[src/rtl/fu_alu_pipe_if.sv]
// Issue/result handshake bundle between the ALU reservation station, the ALU pipe and the CDB arbiter.
interface fu_alu_pipe_if #(
    parameter int unsigned XLEN  = 32,
    parameter int unsigned TAG_W = 4
) ();
    logic             in_valid;
    logic             in_ready;
    logic [3:0]       in_op;
    logic [XLEN-1:0]  in_a;
    logic [XLEN-1:0]  in_b;
    logic [TAG_W-1:0] in_tag;

    logic             out_valid;
    logic             out_ready;
    logic [XLEN-1:0]  out_res;
    logic             out_zero;
    logic             out_overflow;
    logic [TAG_W-1:0] out_tag;

    // The functional unit itself.
    modport slave (
        input  in_valid, in_op, in_a, in_b, in_tag, out_ready,
        output in_ready, out_valid, out_res, out_zero, out_overflow, out_tag
    );

    // Issue side plus result consumer.
    modport master (
        output in_valid, in_op, in_a, in_b, in_tag, out_ready,
        input  in_ready, out_valid, out_res, out_zero, out_overflow, out_tag
    );
endinterface

[src/rtl/fu_alu_pipe.sv]
// Pipelined integer ALU functional unit: combinational ALU at the input, then STAGES
// elastic registers carrying result/zero/overflow/tag, with collapsing bubbles and flush.
module fu_alu_pipe #(
    parameter int unsigned XLEN   = 32,
    parameter int unsigned STAGES = 2,
    parameter int unsigned TAG_W  = 4
) (
    input  logic         clk,
    input  logic         rst_n,
    input  logic         flush,
    output logic         busy,
    fu_alu_pipe_if.slave bus
);
    localparam int unsigned SH_W = $clog2(XLEN);

    localparam logic [3:0] OP_ADD  = 4'h1;
    localparam logic [3:0] OP_SUB  = 4'h2;
    localparam logic [3:0] OP_AND  = 4'h3;
    localparam logic [3:0] OP_OR   = 4'h4;
    localparam logic [3:0] OP_XOR  = 4'h5;
    localparam logic [3:0] OP_SLL  = 4'h6;
    localparam logic [3:0] OP_SRL  = 4'h7;
    localparam logic [3:0] OP_SLT  = 4'h8;
    localparam logic [3:0] OP_SLTU = 4'h9;
    localparam logic [3:0] OP_SRA  = 4'hA;
    localparam logic [3:0] OP_ADD4 = 4'hB;
    localparam logic [3:0] OP_PASB = 4'hC;

    logic [XLEN-1:0]   alu_res_c;
    logic              alu_ovf_c;
    logic              alu_zero_c;
    logic [SH_W-1:0]   shamt_c;
    logic              accept_c;
    logic [STAGES-1:0] load_c;

    logic [STAGES-1:0] v_q, v_d;
    logic [STAGES-1:0] zero_q, zero_d;
    logic [STAGES-1:0] ovf_q, ovf_d;
    logic [XLEN-1:0]   res_q [STAGES];
    logic [XLEN-1:0]   res_d [STAGES];
    logic [TAG_W-1:0]  tag_q [STAGES];
    logic [TAG_W-1:0]  tag_d [STAGES];

    // ALU datapath evaluated on the incoming operands.
    always_comb begin
        alu_res_c = '0;
        alu_ovf_c = 1'b0;
        shamt_c   = bus.in_b[SH_W-1:0];
        case (bus.in_op)
            OP_ADD: begin
                alu_res_c = bus.in_a + bus.in_b;
                alu_ovf_c = (bus.in_a[XLEN-1] == bus.in_b[XLEN-1]) &&
                            (alu_res_c[XLEN-1] != bus.in_a[XLEN-1]);
            end
            OP_SUB: begin
                alu_res_c = bus.in_a - bus.in_b;
                alu_ovf_c = (bus.in_a[XLEN-1] != bus.in_b[XLEN-1]) &&
                            (alu_res_c[XLEN-1] != bus.in_a[XLEN-1]);
            end
            OP_AND:  alu_res_c = bus.in_a & bus.in_b;
            OP_OR:   alu_res_c = bus.in_a | bus.in_b;
            OP_XOR:  alu_res_c = bus.in_a ^ bus.in_b;
            OP_SLL:  alu_res_c = bus.in_a << shamt_c;
            OP_SRL:  alu_res_c = bus.in_a >> shamt_c;
            OP_SLT:  alu_res_c = {{(XLEN-1){1'b0}}, ($signed(bus.in_a) < $signed(bus.in_b))};
            OP_SLTU: alu_res_c = {{(XLEN-1){1'b0}}, (bus.in_a < bus.in_b)};
            OP_SRA:  alu_res_c = $unsigned($signed(bus.in_a) >>> shamt_c);
            OP_ADD4: alu_res_c = bus.in_a + XLEN'(4);
            OP_PASB: alu_res_c = bus.in_b;
            default: alu_res_c = '0;
        endcase
        alu_zero_c = (alu_res_c == '0);
    end

    // A stage may load when it or any stage downstream of it holds a bubble, or the sink is draining.
    always_comb begin
        logic bubble;
        bubble = 1'b0;
        load_c = '0;
        for (int k = STAGES - 1; k >= 0; k--) begin
            bubble    = bubble | ~v_q[k];
            load_c[k] = bus.out_ready | bubble;
        end
    end

    assign bus.in_ready = ~flush & load_c[0];
    assign accept_c     = bus.in_valid & bus.in_ready;

    // Next-state for the elastic stages; payload only moves with a valid op so stalls hold data stable.
    always_comb begin
        v_d    = v_q;
        zero_d = zero_q;
        ovf_d  = ovf_q;
        res_d  = res_q;
        tag_d  = tag_q;
        if (load_c[0]) begin
            v_d[0] = accept_c;
            if (accept_c) begin
                res_d[0]  = alu_res_c;
                zero_d[0] = alu_zero_c;
                ovf_d[0]  = alu_ovf_c;
                tag_d[0]  = bus.in_tag;
            end
        end
        for (int k = 1; k < STAGES; k++) begin
            if (load_c[k]) begin
                v_d[k] = v_q[k-1];
                if (v_q[k-1]) begin
                    res_d[k]  = res_q[k-1];
                    zero_d[k] = zero_q[k-1];
                    ovf_d[k]  = ovf_q[k-1];
                    tag_d[k]  = tag_q[k-1];
                end
            end
        end
        if (flush) begin
            v_d = '0;
        end
    end

    // Stage registers; reset discards every in-flight op and clears payloads.
    always_ff @(posedge clk or negedge rst_n) begin
        if (!rst_n) begin
            v_q    <= '0;
            zero_q <= '0;
            ovf_q  <= '0;
            for (int k = 0; k < STAGES; k++) begin
                res_q[k] <= '0;
                tag_q[k] <= '0;
            end
        end else begin
            v_q    <= v_d;
            zero_q <= zero_d;
            ovf_q  <= ovf_d;
            res_q  <= res_d;
            tag_q  <= tag_d;
        end
    end

    assign bus.out_valid    = v_q[STAGES-1];
    assign bus.out_res      = res_q[STAGES-1];
    assign bus.out_zero     = zero_q[STAGES-1];
    assign bus.out_overflow = ovf_q[STAGES-1];
    assign bus.out_tag      = tag_q[STAGES-1];
    assign busy             = |v_q;

endmodule

[src/flat_wrapper.sv]
// flat-port wrapper written by rule: the top's interface ports become plain ports
module fu_alu_pipe_flat 
#(
    parameter int unsigned XLEN   = 32,
    parameter int unsigned STAGES = 2,
    parameter int unsigned TAG_W  = 4
)
  (clk, rst_n, flush, busy, bus_in_valid, bus_in_op, bus_in_a, bus_in_b, bus_in_tag, bus_out_ready, bus_in_ready, bus_out_valid, bus_out_res, bus_out_zero, bus_out_overflow, bus_out_tag);
  fu_alu_pipe_if #(.XLEN(XLEN), .TAG_W(TAG_W)) bus_i ();
  input  logic clk;
  input  logic rst_n;
  input  logic flush;
  output logic busy;
  input wire logic [$bits(bus_i.in_valid)-1:0] bus_in_valid;
  input wire logic [$bits(bus_i.in_op)-1:0] bus_in_op;
  input wire logic [$bits(bus_i.in_a)-1:0] bus_in_a;
  input wire logic [$bits(bus_i.in_b)-1:0] bus_in_b;
  input wire logic [$bits(bus_i.in_tag)-1:0] bus_in_tag;
  input wire logic [$bits(bus_i.out_ready)-1:0] bus_out_ready;
  output wire logic [$bits(bus_i.in_ready)-1:0] bus_in_ready;
  output wire logic [$bits(bus_i.out_valid)-1:0] bus_out_valid;
  output wire logic [$bits(bus_i.out_res)-1:0] bus_out_res;
  output wire logic [$bits(bus_i.out_zero)-1:0] bus_out_zero;
  output wire logic [$bits(bus_i.out_overflow)-1:0] bus_out_overflow;
  output wire logic [$bits(bus_i.out_tag)-1:0] bus_out_tag;
  assign bus_i.in_valid = bus_in_valid;
  assign bus_i.in_op = bus_in_op;
  assign bus_i.in_a = bus_in_a;
  assign bus_i.in_b = bus_in_b;
  assign bus_i.in_tag = bus_in_tag;
  assign bus_i.out_ready = bus_out_ready;
  assign bus_in_ready = bus_i.in_ready;
  assign bus_out_valid = bus_i.out_valid;
  assign bus_out_res = bus_i.out_res;
  assign bus_out_zero = bus_i.out_zero;
  assign bus_out_overflow = bus_i.out_overflow;
  assign bus_out_tag = bus_i.out_tag;
  fu_alu_pipe #(.XLEN(XLEN), .STAGES(STAGES), .TAG_W(TAG_W)) u_core (.clk(clk), .rst_n(rst_n), .flush(flush), .busy(busy), .bus(bus_i));
endmodule
[config.mk]
export PLATFORM = sky130hd
export DESIGN_NAME = fu_alu_pipe_flat
export DESIGN_NICKNAME = d
export VERILOG_FILES = /design/src/rtl/fu_alu_pipe_if.sv /design/src/rtl/fu_alu_pipe.sv /design/src/flat_wrapper.sv
export SDC_FILE = /design/constraint.sdc
export NUM_CORES = 1
export LEC_CHECK = 0
export ABC_AREA = 1
export BUFFER_PORTS_ARGS = -buffer_cell sky130_fd_sc_hd__buf_2
export CORE_MARGIN = 5
export CORE_UTILIZATION = 40
export CTS_BUF_LIST = sky130_fd_sc_hd__clkbuf_4 sky130_fd_sc_hd__clkbuf_8
export CTS_CLUSTER_SIZE = 25
export DETAILED_ROUTE_END_ITERATION = 6
export SETUP_SLACK_MARGIN = 0.4
export SLEW_MARGIN = 0
export SYNTH_ARGS = -nofsm -noshare
export SYNTH_HDL_FRONTEND = slang
export SYNTH_SLANG_ARGS = --single-unit
[constraint.sdc]
create_clock -name clk -period 1.8 [get_ports clk]
set_clock_uncertainty 0.05 [all_clocks]
set_input_delay 0.18 -clock clk [delete_from_list [all_inputs] [get_ports clk]]
set_output_delay 0.18 -clock clk [all_outputs]
set_load 0.02 [all_outputs]
==> Yosys cells after proc, flatten, opt, wreduce, memory -nomap -nowiden <==
Index checks and enable logic that the tools add are counted.
{ "classes": {"bitwise": 11, "order_cmp": 2, "shift": 3, "add_sub_neg": 3, "muxes": 5, "n_reduce_logical": 8, "n_eq_ne": 16} }
{ "ops": {"columns": ["op", "count"], "rows": [
  ["$pmux 32 s12", 1],
  ["$lt 32x32->1", 2],
  ["$add 32x3->32 const B", 1],
  ["$add 32x32->32", 1],
  ["$and 32x32->32", 1],
  ["$logic_not 32->1", 1],
  ["$or 32x32->32", 1],
  ["$shl 32x5->32", 1],
  ["$shr 32x5->32", 1],
  ["$sshr 32x5->32", 1],
  ["$sub 32x32->32", 1],
  ["$xor 32x32->32", 1],
  ["$eq 4x4->1 const B", 5],
  ["$eq 4x3->1 const B", 4],
  ["$eq 4x2->1 const B", 2],
  ["$eq 4x1->1 const B", 1],
  ["$reduce_and 2->1", 2],
  ["$reduce_bool 2->1", 2],
  ["$ne 1x1->1", 3],
  ["$not 1->1", 3],
  ["$or 1x1->1", 3],
  ["$and 1x1->1", 2],
  ["$logic_and 1x1->1", 2],
  ["$mux 1", 2],
  ["4 further kinds", 4]
]} }
{ "totals": {"output_inout_bits": 41, "word_cells": 58, "reg_bits": 78} }

==> Depth between registers and ports, before layout <==
Gate-level depths: netlist (run 1).
{ "logic_depth": {"depth_word": 7, "mapped_depth": 23, "mapped_depth_nobuf": 21} }

==> Worst setup path after synthesis (run 1) <==
OpenSTA, ideal clock, no wires.
{ "synth_path": {"path_kind": "input -> register", "from": "in bus_in_b[2]", "to": "reg u_core.zero_q[0]", "slack_ns": -0.755, "stages": 22, "t_required_ns": 1.684, "arrival_ns": 2.439, "setup_time_ns": 0.066, "path_cell_list": "buf_2 > inv_2 > buf_2 > buf_2 > ha_1 > clkbuf_2 > inv_1 > nand2_1 > nand2_1 > and2_1 > nand2_1 > nand3_1 > nand2_1 > a21oi_1 > nor2_1 > nor2_1 > nand2_1 > nor2_1 > nand3_1 > nor2_1 > nand2_1 > nand2_1"} }
{ "synth_between": {"elab_chain_len": 3, "word_cells_on_any_way": 12, "cone_classes": "add/sub: 2; order compare: 2; shift: 3; mux: 1; bitwise: 3; reduce/logical: 1"} }
{ "synth_lines": {"columns": ["item", "line", "text"], "rows": [
  ["from (decl)", "flat_wrapper.sv:17", "input wire logic [$bits(bus_i.in_b)-1:0] bus_in_b;"],
  ["$sub 32x32->32 (tied with other cells)", "fu_alu_pipe.sv:56", "alu_res_c = bus.in_a - bus.in_b;"],
  ["$pmux 32 s12 (*)", "fu_alu_pipe.sv:49", "case (bus.in_op)"],
  ["$logic_not 32->1 (*)", "fu_alu_pipe.sv:72", "alu_zero_c = (alu_res_c == '0);"],
  ["to (signal assigned)", "fu_alu_pipe.sv:133", "zero_q <= zero_d;"],
  ["to (decl)", "fu_alu_pipe.sv:37", "logic [STAGES-1:0] zero_q, zero_d;"]
]} }
Every way passes the cells marked *; elsewhere a longest branch is shown, timed or not.
A chain may end at the register's enable or synchronous reset.

==> Final worst setup path (run 1) <==
{ "layout_path": {"from": "in bus_in_op[1]", "to": "reg u_core.res_q[39] (netlist bit)"} }
{ "layout_between": {"elab_chain_len": 2, "word_cells_on_any_way": 13, "cone_classes": "eq/ne: 12; mux: 1"} }
{ "layout_lines": {"columns": ["item", "line", "text"], "rows": [
  ["from (decl)", "flat_wrapper.sv:15", "input wire logic [$bits(bus_i.in_op)-1:0] bus_in_op;"],
  ["$eq 4x4->1 (tied with other cells)", "fu_alu_pipe.sv:49", null],
  ["$pmux 32 s12 (*)", "fu_alu_pipe.sv:49", null],
  ["to (signal assigned)", "fu_alu_pipe.sv:135", "res_q <= res_d;"],
  ["to (decl)", "fu_alu_pipe.sv:39", "logic [XLEN-1:0] res_q [STAGES];"]
]} }
Marks and branches as above.

==> qor.yml, run 1 <==
global_routing:
  grt_use_total_pct: 42.62
  grt_overflow_total: 0
  grt_max_degree: 49
  grt_antenna_before_repair: 1
  grt_pass1_wl_um: 135100
  grt_pass1_vias: 22990
synthesis:
  synth_xor_xnor_area_share_pct: 0.1177
  synth_fa_ha_area_share_pct: 9.100
  syn_inst: 2813
  synth.mux.area_fraction_pct: 1.590
  ys_types: 38
  yosys_warnings: 0
  syn_nets: 2997
  yosys.area.top_type: "nand2_1"
  synth_top_family_by_area: "simple AND/OR/NAND/NOR gates"
  synth-seq-cells: 78
  synth-compound-area-share_pct: 8.259
  netlist_top_cells_area: "nand2_1, nand3_1, dfrtp_1"
  synth.top_cell.area_share_pct: 24.88
  netlist_area_um2: 14880
  syn_area_per_cell_um2: 5.289
  synth-seq-area-share_pct: 13.12
  synth-simple-area-share_pct: 52.91
routing:
  drc: 2
  vias: 23950
  first_pass_iters: 7
  postRouteAntennaNets: 0
  viasPerCell: 5.813
  wire_per_inst_um: 22.95
  wl_um: 94560
  drtIter0Drc: 3270
pwr:
  total_power_mw: 12.32
  power_density_nw_per_um2: 454.8
  peakVddDrop_v: 0.0004346
  p_leak_nw: 14.14
timing:
  period_minus_slack_ns: 2.312
  finalSetupTns_ns: -7.098
  rsz0062_at_grt: "yes"
  max_slew_margin_pct: 59.13
  period_share_pct: 128.5
  finalHoldViolations: 0
  max_freq_mhz: 432.4
  worst_pin_slew_ns: 0.6131
  setup_viol: 34
  drv_slew: 0
  fin_ws_ns: -0.5124
run_status:
  status: "finished, violations left"
  violations: "design-rule violations, negative setup slack"
layout:
  post-route-util_pct: 73.80
  fin_nets: 3830
  finalInstanceArea_um2: 27080
  syn2layout_area_growth_pct: 82.04
  layout-drive-gt1-share_pct: 50.53
placement:
  dp_hpwl_um: 71410
  dpl-instance-area_um2: 21020
  gp_congestion: 1.163
  io_buffers: 117
clock_network:
  clock_sinks: 78
  clk_latency_ns: 0.36
  root_buffer: "clkbuf_8"
  cts_tree: "yes"
  cts_buffers: 9
  cts.path.max_buffers: 2
  htreeDepth: 3
  clk_pin_slew_worst_paths_ns: 0.08
floorplanning:
  initial_core_util_pct: 40.54
  coreArea_um2: 36700
  die-area_um2: 41150
  die_w_um: 202.9
  pin_count: 118
  rows: 70
  die_h_um: 202.9
critical_path:
  path_common_cell: "buf_4"
  crit_buf_inv: 9
  reg2reg_setup_slack_ns: 0.12
  max_stage_delay_ns: 0.28
  cp-end-kind: "flip-flop"
  reg2reg_from: "u_core.v_q[0]"
  criticalPathCategory: "in -> reg"
  r2r_end: "u_core.res_q[36]"
  worstSetupStartpointType: "input port"
  path_delay_family: "buffers and inverters"
  cp.arrival_ns: 2.55
  crit_chain: "buf_2 -> nand2_1 -> buf_4 -> nor2_4 -> buf_4 -> nand2_1 -> nor2_1 -> nor2_1 -> nand4_1 -> buf_6 -> nor2_4 -> buf_4 -> buf_4 -> buf_6 -> buf_6 -> buf_4 -> o21ai_2"
  worstPathRequired_ns: 2.04
  reg2reg_depth: 9
  path_max_fanout: 8
  crit_slowest_cell: "nor2_4"
hold_path:
  hold_end: "u_core.v_q[0]"
  min_path_type: "in -> reg"
  min_from: "bus_in_valid"
  hold_depth: 3
run:
  drv_cap: 0
power by group:
group	switching [mW]	internal [mW]	leakage [nW]
clock	0.682	0.694	0.0990
combinational	4.98	3.72	13.0
sequential	0.166	2.08	1.01
registers in the layout (all words and copies together) (netlist names):
register            cells
u_core.res_q           32
u_core.ovf_q            2
u_core.zero_q           2
u_core.bus.out_tag      4
u_core.bus.out_res     32
u_core.v_q              2
u_core.tag_q            4
worst min-delay path, cell delays in order:
cell and delay, ns:
buf_2 0.11, nor2_1 0.06, nor2_1 0.11
cells in the mapped netlist, drive strengths merged:
| cell | instances |
|---|---|
| nand2 | 992 |
| nand3 | 507 |
| inv | 369 |
| nor2 | 287 |
| buf | 116 |
| ha | 105 |
| o21ai | 98 |
| dfrtp | 78 |
| a21oi | 74 |
| clkbuf | 31 |
| nor3 | 31 |
| nand4 | 30 |
| o22ai | 27 |
| mux2 | 21 |
| o21bai | 8 |
| o211ai | 7 |
| or2 | 6 |
| and2 | 4 |
| and3 | 4 |
| nand3b | 3 |
| o221ai | 3 |
| a31oi | 2 |
| fa | 2 |
| o2111ai | 2 |
| o21a | 2 |
| xor2 | 2 |
| a211oi | 1 |
| a21boi | 1 |
worst max-delay path by stage:
| stage | from | end | slack (ns) | cells past startpoint |
|---|---|---|---|---|
| finish | bus_in_op[1] | u_core.res_q[39] | -0.51 | 17 |
| global route | bus_in_b[4] | u_core.zero_q[0] | -0.57 | 22 |
| CTS | bus_in_a[6] | u_core.zero_q[0] | -0.42 | 20 |
| detailed placement | bus_in_a[6] | u_core.zero_q[0] | -1.47 | 21 |
| global placement | bus_in_a[6] | u_core.zero_q[0] | -1.51 | 21 |
| floorplan | bus_in_b[2] | u_core.zero_q[0] | -0.45 | 23 |
metal layers:
metal	share of wire, %	track usage [%]	routed length, um
met5	0	0	0
met4	7.8	24.10	7405
met3	12	9.759	10900
met2	43	66.91	40970
met1	37	53.94	35290
per-stage QoR:
step | setup slack [ns] | std cells | hold slack, ns
2_1_floorplan | -0.4522 | 2813 | -0.1656
3_3_place_gp | -1.507 | 3959 | 0.1611
3_5_place_dp | -1.468 | 3959 | 0.1837
4_1_cts | -0.4246 | 4077 | 0.02011
5_1_grt | -0.5732 | 4120 | 0.09075
6_report | -0.5124 | 4120 | 0.1008
layout by cell type, fill, tap and decap left out, drive strengths merged, types with 2 or more instances in the layout:
cell type,instances
o22ai,27
inv,366
o21bai,8
ha,105
nand3b,3
clkbuf,13
o2111ai,2
bufbuf,2
and2,4
buf,959
nand3,507
nor3,31
o221ai,3
nand4,30
nor2,287
o211ai,7
dlygate4sd3,6
clkinvlp,3
clkinv,4
fa,2
dfrtp,78
mux2,21
o21a,2
o21ai,98
or2,6
nand2,992
and3,4
a21oi,74
a31oi,2
xor2,2
layout make-up:
class                   count  area [um2]
diodes                      1       2.502
clock inverters             5       58.81
clock buffers              11       145.1
well taps                 468       585.6
inverters                 369        1541
repair buffers            969        8348
multi-input cells        2219       14450
flip-flops and latches     78        1953
fillers                  2889        9615
what timing repair did:
action	4_1_cts	5_1_grt
gates resized for setup	968	339
hold buffers	6	0
endpoints found under the hold margin	52	0
pin swaps	243	175
setup endpoints to repair	40	73
setup buffers	89	41
gates cloned	7	1
logic make-up (layout without fill, tap and decap cells):
logic type,count (synthesis),after routing
and+or+nand+nor,1864,1864
buffers and inverters,516,1354
AOI/OAI and AO/OA,225,225
adders and majority gates,107,107
DFF,78,78
muxes,21,21
xor gates and xnor gates,2,2
other,0,1
Power figures use the tool's default switching activity.
==> inputs of run 2 (changes only) <==
- clock period: 1.8 -> 2.1 ns (I/O delays scaled with it)
==> run 2 against run 1 <==
The flow finishes with violations (negative setup slack). Flip-flop and latch count unchanged. Register-to-register slack better by 0.28 ns. Core utilization fell by 1.2 points. Worst hold slack worse by 0.060 ns. Combinational power shrank 17%. Setup slack gained 0.25 ns. Largest power group unchanged.
==> qor.yml, run 2 (synthesis gave the netlist of run 1 again) <==
run_status:
  status: "finished, violations left"
  violations: "negative setup slack"
pwr:
  power_density_nw_per_um2: 386.9
  total_power_mw: 10.30
  peakVddDrop_v: 0.0004047
  p_leak_nw: 14.02
placement:
  gp_congestion: 1.098
  dp_hpwl_um: 72600
  placed_cells: 3939
  io_buffers: 117
  pre_cts_slack_ns: -1.376
  dpl-instance-area_um2: 20740
timing:
  rsz0062_at_grt: "yes"
  worst_pin_slew_ns: 0.6987
  finalSetupTns_ns: -0.4972
  period_share_pct: 112.7
  setup_viol: 7
  drv_slew: 0
  max_freq_mhz: 422.7
  fin_ws_ns: -0.2659
  finalHoldViolations: 0
  period_minus_slack_ns: 2.366
  max_slew_margin_pct: 53.06
floorplanning:
  rows: 70
  coreArea_um2: 36700
  die-area_um2: 41150
  die_w_um: 202.9
  die_h_um: 202.9
  pin_count: 118
  initial_core_util_pct: 40.54
critical_path:
  criticalPathCategory: "in -> reg"
  cp.depth: 18
  critPathLaunch: "bus_in_a[11]"
  crit_slowest_cell: "nand3b_1"
  cp.arrival_ns: 2.63
  reg2reg_depth: 11
  r2r_end: "u_core.zero_q[0]"
  crit_chain: "buf_6 -> inv_8 -> ha_4 -> buf_6 -> inv_4 -> buf_6 -> nor2_1 -> nor3_2 -> buf_4 -> nand2_1 -> nand3b_1 -> nor2_4 -> nand2_4 -> nor2_4 -> nand3_2 -> nor2_2 -> nand2_1 -> nand2_1"
  worstPathRequired_ns: 2.36
  reg2reg_setup_slack_ns: 0.40
  crit_end: "u_core.zero_q[0]"
  path_delay_family: "simple AND/OR/NAND/NOR gates"
  reg2reg_from: "u_core.v_q[1]"
  cp-end-kind: "flip-flop"
  path_max_fanout: 4
  max_stage_delay_ns: 0.39
  crit_buf_inv: 6
  worstSetupStartpointType: "input port"
layout:
  instances_no_fill: 4100
  fin_nets: 3810
  syn2layout_area_growth_pct: 79.05
  final_cell_mix: "nand2_1, buf_4, nand3_1, inv_1, nand2_2"
  layout_commonest_cell: "nand2_1"
  finalInstanceArea_um2: 26640
  layout-drive-gt1-share_pct: 49.46
routing:
  drtIter0Drc: 2721
  first_pass_iters: 7
  wl_um: 93310
  postRouteAntennaNets: 0
  vias: 23660
  drc: 0
  viasPerCell: 5.770
  wire_per_inst_um: 22.76
clock_network:
  clk_latency_ns: 0.36
  root_buffer: "clkbuf_8"
  cts_buffers: 9
  cts_tree: "yes"
  htreeDepth: 3
  clock_sinks: 78
  cts.path.max_buffers: 2
  clk_pin_slew_worst_paths_ns: 0.09
run:
  drv_cap: 0
global_routing:
  grt_pass1_vias: 22820
  grt_max_degree: 79
  grt_antenna_before_repair: 2
  grt_overflow_total: 0
  grt_use_total_pct: 42.18
  grt_pass1_wl_um: 133100
hold_path:
  min_path_type: "in -> reg"
run 2: cell types whose count changed in the layout (fill, tap and decap cells not counted), moves of 8 or more:
cell / previous run / this run
buf_12: 41 / 32
buf_2: 74 / 84
buf_4: 702 / 677
buf_6: 124 / 133
inv_1: 254 / 263
inv_4: 27 / 19
nand2_1: 695 / 715
nand2_2: 221 / 197
nand3_1: 372 / 357
nand3_2: 103 / 118
nor2_2: 76 / 68
run 2: metal layers:
metal | up-vias | track usage (%) | wire (um)
li1 | 10600 | - | -
met2 | 1534 | 67.66 | 40700
met1 | 11060 | 52.19 | 34730
met3 | 458 | 9.104 | 9887
met4 | 2 | 24.71 | 7977
met5 | - | 0 | 13
run 2: how the worst min path moves through the flow:
stage,startpoint,endpoint,slack (ns),cells past startpoint
after floorplan,rst_n,u_core.bus.out_res[0],-0.14,0
after detailed placement,rst_n,u_core.bus.out_res[18],0.21,2
final,bus_in_tag[3],u_core.tag_q[7],0.04,3
after CTS,bus_in_tag[3],u_core.tag_q[7],0.04,3
after global routing,bus_in_tag[3],u_core.tag_q[7],0.04,3
after global placement,rst_n,u_core.bus.out_res[18],0.19,2
run 2: area by class of cell:
class,count,area (um2)
Sequential cell,78,1952
Tap cell,468,585.6
Multi-Input combinational cell,2219,14380
Timing Repair Buffer,949,7986
Fill cell,3023,10060
Clock buffer,10,131.4
Inverter,369,1534
Antenna cell,1,2.502
Clock inverter,6,70.07
run 2: stage by stage:
step	hold WS, ns	utilization, %
finish	0.04109	72.58
global placement	0.1934	56.52
CTS	0.03713	68.39
global route	0.04140	72.58
floorplan	-0.1356	-
detailed placement	0.2073	56.52
run 2: power by group:
group / internal [mW] / switching (mW)
sequential: 1.78 / 0.139
clock: 0.570 / 0.594
combinational: 3.07 / 4.15
total: 5.42 / 4.88
run 2: worst min-delay path: cells and delay by family:
kind | cells | cell delay, ns
buf+inv | 1 | 0.08
simple gates | 2 | 0.12
run 2: what timing repair did:
item	CTS	global route
endpoints found under the setup margin	39	38
resized for setup	952	326
hold buffers	5	0
setup buffers	93	44
cloned	2	0
pin swaps	231	170
endpoints found under the hold margin	83	0
